`config.mk`:
```
export PLATFORM = sky130hd
export DESIGN_NAME = uart_rx_cfg
export DESIGN_NICKNAME = d
export VERILOG_FILES = /design/src/rtl/uart_rx_cfg.sv
export SDC_FILE = /design/constraint.sdc
export NUM_CORES = 1
export LEC_CHECK = 0
export CORE_MARGIN = 2
export CORE_UTILIZATION = 50
export DETAILED_ROUTE_END_ITERATION = 8
export PLACE_DENSITY = 0.74
export SYNTH_ARGS = -nofsm -noshare
export SYNTH_HDL_FRONTEND = slang
export SYNTH_SLANG_ARGS = --single-unit
```
`constraint.sdc`:
```
create_clock -name clk -period 1.65 [get_ports clk]
set_clock_uncertainty 0.15 [all_clocks]
set_input_delay 0.495 -clock clk [delete_from_list [all_inputs] [get_ports clk]]
set_output_delay 0.495 -clock clk [all_outputs]
set_load 0.1 [all_outputs]
```
`src/rtl/uart_rx_cfg.sv`:
```
// uart_rx_cfg: oversampled UART receiver with runtime parity/stop config and error flags.
module uart_rx_cfg #(
  parameter int DBITS       = 8,
  parameter int OVERSAMPLE  = 16,
  parameter int SYNC_STAGES = 2
) (
  input  logic             clk,
  input  logic             reset,
  input  logic             rx,
  input  logic             sample_tick,
  input  logic [1:0]       cfg_parity,
  input  logic             cfg_stop2,
  output logic [DBITS-1:0] data_out,
  output logic             data_valid,
  output logic             parity_err,
  output logic             frame_err,
  output logic             break_det,
  output logic             busy
);
  localparam int TW = $clog2(OVERSAMPLE);
  localparam int BW = $clog2(DBITS + 1);
  localparam logic [TW-1:0] T_HALF = TW'(OVERSAMPLE / 2 - 1);
  localparam logic [TW-1:0] T_FULL = TW'(OVERSAMPLE - 1);
  localparam logic [BW-1:0] B_LAST = BW'(DBITS - 1);
  typedef enum logic [2:0] {IDLE, START, DATA, PARITY, STOP, STOP2} state_t;
  state_t                 r_state;
  logic [SYNC_STAGES-1:0] r_sync;
  logic                   r_armed;
  logic [TW-1:0]          r_tick;
  logic [BW-1:0]          r_bit;
  logic [DBITS-1:0]       r_shift;
  logic                   r_pxor;
  logic                   r_perr;
  logic                   r_ferr;
  logic                   r_par_zero;
  logic                   r_stop1_low;
  logic [1:0]             r_par_mode;
  logic                   r_stop2;
  logic                   w_rx_s;
  logic                   w_mid;
  logic                   w_end;
  assign w_rx_s = r_sync[SYNC_STAGES-1];
  assign w_mid  = sample_tick && (r_tick == T_HALF);
  assign w_end  = sample_tick && (r_tick == T_FULL);
  assign busy   = (r_state != IDLE);
  always_ff @(posedge clk) begin
    if (reset) begin
      r_state     <= IDLE;
      r_sync      <= '1;
      r_armed     <= 1'b0;
      r_tick      <= '0;
      r_bit       <= '0;
      r_shift     <= '0;
      r_pxor      <= 1'b0;
      r_perr      <= 1'b0;
      r_ferr      <= 1'b0;
      r_par_zero  <= 1'b1;
      r_stop1_low <= 1'b0;
      r_par_mode  <= 2'b00;
      r_stop2     <= 1'b0;
      data_out    <= '0;
      data_valid  <= 1'b0;
      parity_err  <= 1'b0;
      frame_err   <= 1'b0;
      break_det   <= 1'b0;
    end else begin
      r_sync     <= {r_sync[SYNC_STAGES-2:0], rx};
      data_valid <= 1'b0;
      if (sample_tick) r_tick <= r_tick + TW'(1);
      case (r_state)
        IDLE: begin
          // armed only after a high line, so a held break cannot retrigger
          if (r_armed && !w_rx_s) begin
            r_state    <= START;
            r_tick     <= '0;
            r_armed    <= 1'b0;
            r_par_mode <= cfg_parity;
            r_stop2    <= cfg_stop2;
          end else if (w_rx_s) r_armed <= 1'b1;
        end
        START: if (w_mid) begin
          r_tick     <= '0;
          r_state    <= w_rx_s ? IDLE : DATA;
          r_bit      <= '0;
          r_pxor     <= 1'b0;
          r_perr     <= 1'b0;
          r_ferr     <= 1'b0;
          r_par_zero <= 1'b1;
        end
        DATA: if (w_end) begin
          r_shift <= {w_rx_s, r_shift[DBITS-1:1]};
          r_pxor  <= r_pxor ^ w_rx_s;
          r_bit   <= r_bit + BW'(1);
          if (r_bit == B_LAST) begin
            r_tick  <= '0;
            r_state <= (^r_par_mode) ? PARITY : STOP;
          end
        end
        PARITY: if (w_end) begin
          r_perr     <= r_pxor ^ w_rx_s ^ r_par_mode[1];
          r_par_zero <= !w_rx_s;
          r_tick     <= '0;
          r_state    <= STOP;
        end
        STOP, STOP2: if (w_end) begin
          r_tick <= '0;
          if (r_state == STOP && r_stop2) begin
            r_ferr      <= !w_rx_s;
            r_stop1_low <= !w_rx_s;
            r_state     <= STOP2;
          end else begin
            // complete at mid stop bit so back-to-back frames can resync
            data_out   <= r_shift;
            data_valid <= 1'b1;
            parity_err <= r_perr;
            frame_err  <= r_ferr | !w_rx_s;
            break_det  <= (r_shift == '0) && r_par_zero &&
                          (r_state == STOP ? !w_rx_s : r_stop1_low);
            r_state    <= IDLE;
          end
        end
        default: r_state <= IDLE;
      endcase
    end
  end
endmodule

```
Word-level counts from Yosys, hierarchy flattened
Index checks and enable logic that the tools add are counted.
- add/sub/neg operators: 2
- eq/ne operators: 15
- mux-type cells: 35
- bitwise gates (word level): 6
- reduce and logical (&&, ||, !) cells: 27
- operators by type and width (cell ; count):
    $mux 4 ; 8
    $mux 3 ; 8
    $pmux 4 s4 ; 1
    $pmux 3 s5 ; 1
    $ne 2x2->1 const B ; 7
    $reduce_and 3->1 ; 4
    $mux 1 ; 11
    $add 4x1->4 const B ; 2
    $eq 4x3->1 const B ; 2
    $logic_not 8->1 ; 1
    $pmux 1 s2 ; 4
    $pmux 4 s2 ; 1
    $reduce_bool 2->1 ; 4
    $eq 3x2->1 const B ; 2
    $eq 3x3->1 const B ; 2
    $logic_and 1x1->1 ; 6
    $reduce_and 2->1 ; 3
    $reduce_and 6->1 ; 1
    $reduce_or 3->1 ; 2
    $eq 4x4->1 const B ; 1
    $reduce_and 4->1 ; 1
    $eq 3x1->1 const B ; 1
    $logic_not 3->1 ; 1
    $not 1->1 ; 3
    other kinds (7) ; 8
- register bits: 42
- input bits: 7
- output and inout port bits: 13
- word-level logic and storage cells: 103

Depth between registers and ports, before layout
- word-level depth: 5
- depth in mapped cells: 7
- mapped depth without buffers: 5

Worst setup path before layout
No wires, ideal clock.
- path type: reg2reg
- from: register r_state[2]
- to: register r_state[2]
- setup time: 0.121 ns
- data arrival time: 1.621 ns
- data required time: 1.379 ns
- slack: -0.243 ns
- cell stages (with the launch flop): 7
- buffers on the path: 2
- clock period less this slack: 1.893 ns
- cells stage by stage: dfxtp_1 -> buf_2 -> or3_1 -> buf_4 -> o22ai_4 -> a31o_4 -> mux2_4
- longest elaborated chain between the ends: 5
- elaborated cells on any way between the ends: 18
- classes of those cells: eq/ne: 11; mux: 3; reduce/logical: 4
- RTL lines (item ; RTL line ; source):
    start: declaration ; 26 ; state_t r_state;
    start signal: assignment ; 83 ; r_state <= w_rx_s ? IDLE : DATA;
    start signal: assignment ; 96 ; r_state <= (^r_par_mode) ? PARITY : STOP;
    $eq 3x3->1 ; 70, 107 ;
    $logic_and 1x1->1 ; 107 ; if (r_state == STOP && r_stop2) begin
    $mux 3 ; 107 ;
    $mux 3 ; 105 ; STOP, STOP2: if (w_end) begin
    $pmux 3 s5 ; 70 ; case (r_state)
Parallel ways exist; a longest one is shown, timed or not. The select of a mux whose other input is x is not followed.
A chain may end at the register's enable or synchronous reset.

Worst setup path in the final report
- from: register r_state[2]
- to: output port busy
- longest elaborated chain between the ends: 1
- RTL lines (item ; RTL line ; source):
    $reduce_bool 3->1 ; 45 ; assign busy = (r_state != IDLE);
    end: declaration ; 18 ; output logic busy
No other way between the ends.

==> results <==
- The flow ran to the end, but the final reports show violations.
- The final reports fail on setup timing.
- Summing all multi-input logic gate instances after layout gives 1200 um^2.
- The wire-length estimate of the detail-placed layout is 3320 um.
- From bottom edge to top edge, the die measures 67.7 um.
- In this run the mean area of a mapped cell was 9.30 um^2.
- In this run the standard cell core region covers 3940 um^2.
- The fraction of the cycle the final worst path needs is 116%.
- The synthesis-stage register bit count is 42.
- The total number of H-tree levels is 2.
- The category of the worst setup path capture point is a primary output.
- The clock slew seen by the registers of the worst setup and hold paths is 80 ps.
- Leaving out fill and tap cells, the most frequent cell in the layout is sky130_fd_sc_hd__buf_4.
- The number of instances in the synthesized netlist is 218.
- The average detailed-routed wire length per instance is 16.4 um.
- When the netlist entered floorplanning its net count stood at 227.
- Counting both buffers and inverters, the worst setup path holds a total of 1.
- The area of the die is 4580 um^2.
- Summed over all layers, the global routing overflow is 0.
- Along the worst hold path, the cell count comes to 1.
- Routability-driven placement finished with a final weighted congestion of 0.801.
- Once placement finished, the instance area stood at 2640 um^2.
- The total power divided by cell area is 829 nW/um^2.
- The initial antenna violation count is 0.
- In the final design database the tool counted 288 nets.
- Hold is met by 265 ps.
- For this configuration, the core starts out at a cell density of 51.4%.
- Counting tap cells, the placed design contains a total of 309 instances.
- STA classifies the critical path startpoint as a register.
- The leakage power is 1.12 nW.
- Setup violations remaining at the end of the flow were counted as 35.
- The site row count is 23.
- The synthesized netlist contains 50 unique library cells.
- In this run, CTS created clock tree buffers numbering 5.
- The number of max-slew violations in the final report is 0.
- The number of maximum-capacitance violations is 0.
- In this run the cell area of the synthesized design comes to 2030 um^2.
- The total I/O pin count is 20.
- The number of antenna diodes in the final layout is 0.
- Sequential elements use 41.5% of the synthesized area.
- The residual antenna-violating net count after detailed routing is 0.
- Timing analysis after detailed placement gives a worst setup slack of -531 ps.
- The remaining max-slew budget at the tightest pin is 71.9%.
- The filler cells instantiated in the layout total 239.
- The total power after layout is 2.45 mW.
- For this run, the detailed router's first-pass iteration total came to 4.
- After detailed routing, the number of vias per cell comes to 5.57.
- The clock reaches the later pin of the worst-skew pair after 310 ps.
- From synthesis to final layout, the design area changed by 46.0%.
- Entering global routing, the biggest net connects 15 pins.
- The cell sitting at the root of the clock tree is a sky130_fd_sc_hd__clkbuf_8.
- The worst min-delay path category is register to register.
- The hold violation total from the final report is 0.
- TritonCTS built the clock tree.
- At the end of the flow the core is filled with cells to 75.1%.
- The worst setup margin is -258 ps.
- The async set-reset flop share out of synthesis is 0%.
- For this run, the total global-route usage over all layers was measured as 26.1%.
- The first-pass GRT wire length is 8690 um.
- The number of design-rule violations left by the first detailed-router iteration is 83.
- In this run the number of cells on the critical path is 2.
- In the layout the commonest cells are sky130_fd_sc_hd__buf_4 (44), sky130_fd_sc_hd__dfxtp_1 (38), sky130_fd_sc_hd__nor2_1 (21).
- By startpoint and endpoint, the worst setup path is classified as register to primary output.
- The post-route netlist has 40.0% of its cells at a drive strength greater than 1.
- The number of remaining DRC errors is 0.
- The clock net in this run drives a total of 42 sinks.
- During placement, the flow inserted port buffers numbering 19.
- The maximum fanout encountered on the critical timing path is 2.
- The number of global-route vias before repair is 1818.
- The overall routed net length is 5410 um.
- Static timing analysis puts the maximum clock frequency at 0.524 GHz.
- STA puts the critical path data required time at 1000 ps.
- The leading register cell type out of synthesis is sky130_fd_sc_hd__dfxtp_1.
- The shortest clock period the worst path allows after layout is 1910 ps.
- Traced cell by cell, the critical path runs through or3_4 -> buf_12.
- The number of standard cells in the layout, taps in and fillers out is 330.
- After routing, the total negative slack on setup checks comes to -3370 ps.
- Among cell families on the critical path, the largest total delay comes from simple AND/OR/NAND/NOR gates.
- The critical path arrival is 1260 ps.
- Setup repair after global routing could not meet its margin everywhere.
- After routing the design area is 2960 um^2.
- The longest clock path from root to sink contains 2 buffers.
- The pin slew with the least headroom to its limit is 420 ps.
- The die outline width is 67.7 um.
- The slowest stage cell on the critical path is sky130_fd_sc_hd__or3_4.
- Measured in cells, the most critical reg-to-reg path has a length of 7.
- The final route contains 1839 vias.
- Across the whole layout, storage elements account for 851 um^2.
- The maximum vdd ir drop is 0.779 mV.
- The count of yosys warnings during synthesis is 0.
- The peak per-stage delay on the critical path is 420 ps.
- Yosys mapped a number of flops with a built-in enable equal to 0.
-- cell usage after synthesis (3+ instances only) --
library cell,instances,area share [%]
sky130_fd_sc_hd__dfxtp_1,42,41
sky130_fd_sc_hd__nand2_1,20,3.7
sky130_fd_sc_hd__or3b_1,3,1.3
sky130_fd_sc_hd__buf_2,6,1.5
sky130_fd_sc_hd__nor2_1,23,4.3
sky130_fd_sc_hd__buf_6,3,1.7
sky130_fd_sc_hd__nand4_1,3,0.93
sky130_fd_sc_hd__nor3_1,5,1.2
sky130_fd_sc_hd__nand2b_1,6,1.9
sky130_fd_sc_hd__mux2i_1,17,8.4
sky130_fd_sc_hd__nor3b_1,4,1.5
sky130_fd_sc_hd__a21oi_1,16,4.0
sky130_fd_sc_hd__clkbuf_1,6,1.1
sky130_fd_sc_hd__o21ai_0,3,0.74
sky130_fd_sc_hd__nor2b_1,7,2.2
sky130_fd_sc_hd__xnor2_1,5,2.2
sky130_fd_sc_hd__a211oi_1,3,1.1
-- what timing repair did --
item                                    CTS  global route
buffers inserted                         12             2
hold buffers                              0             0
pin swaps                                25            10
gates resized for setup                  21            15
endpoints found under the setup margin   38            39
gates cloned                              1             0
-- state kept, by name, indices dropped and copies added (netlist names) --
name / cells
data_out: 8
r_shift: 8
r_bit: 4
r_tick: 4
r_state: 3
r_par_mode: 2
r_sync: 2
break_det: 1
data_valid: 1
frame_err: 1
parity_err: 1
r_armed: 1
r_ferr: 1
r_par_zero: 1
r_perr: 1
r_pxor: 1
r_stop1_low: 1
r_stop2: 1
-- routing by layer --
metal	track usage [%]	vias up	share of wire (%)
li1	-	876	-
met1	31.9	895	41
met2	42.3	45	50
met3	5.83	23	3.8
met4	14.0	0	4.2
met5	0	-	0
-- power breakdown --
group          leakage (nW)  total (mW)  switching, mW  internal, mW
Clock                0.0452       0.668          0.369         0.299
Combinational         0.732       0.696          0.342         0.354
Sequential            0.342        1.09         0.0428          1.05
-- final timing paths --
check                                   to               startpoint  slack, ps
setup / recovery                      busy  r_state[2]$_SDFFE_PP0P_       -260
hold / removal        r_sync[1]$_SDFF_PP1_     r_sync[0]$_SDFF_PP1_        270
setup reg to reg  data_out[5]$_SDFFE_PP0P_  r_state[1]$_SDFFE_PP0P_       -170
hold reg to reg       r_sync[1]$_SDFF_PP1_     r_sync[0]$_SDFF_PP1_        270
-- cell type report --
class | instances | area share [%]
inverters | 2 | 0.254
clock buffers | 6 | 2.45
multi-input cells | 157 | 40.7
repair buffers | 71 | 25.3
well taps | 50 | 2.11
clock inverters | 2 | 0.465
flip-flops and latches | 42 | 28.7
-- cell families (layout without fill, tap and decap cells) --
logic type / Yosys count / in the layout / share of synthesized area (%)
buf+inv: 19 / 81 / 5.37
mux: 18 / 18 / 9.14
fa+ha+maj: 2 / 2 / 1.23
compound gates: 35 / 35 / 12.8
flops: 42 / 42 / 41.5
simple gates: 95 / 95 / 26.9
xor+xnor: 7 / 7 / 3.02
Power figures use the tool's default switching activity.
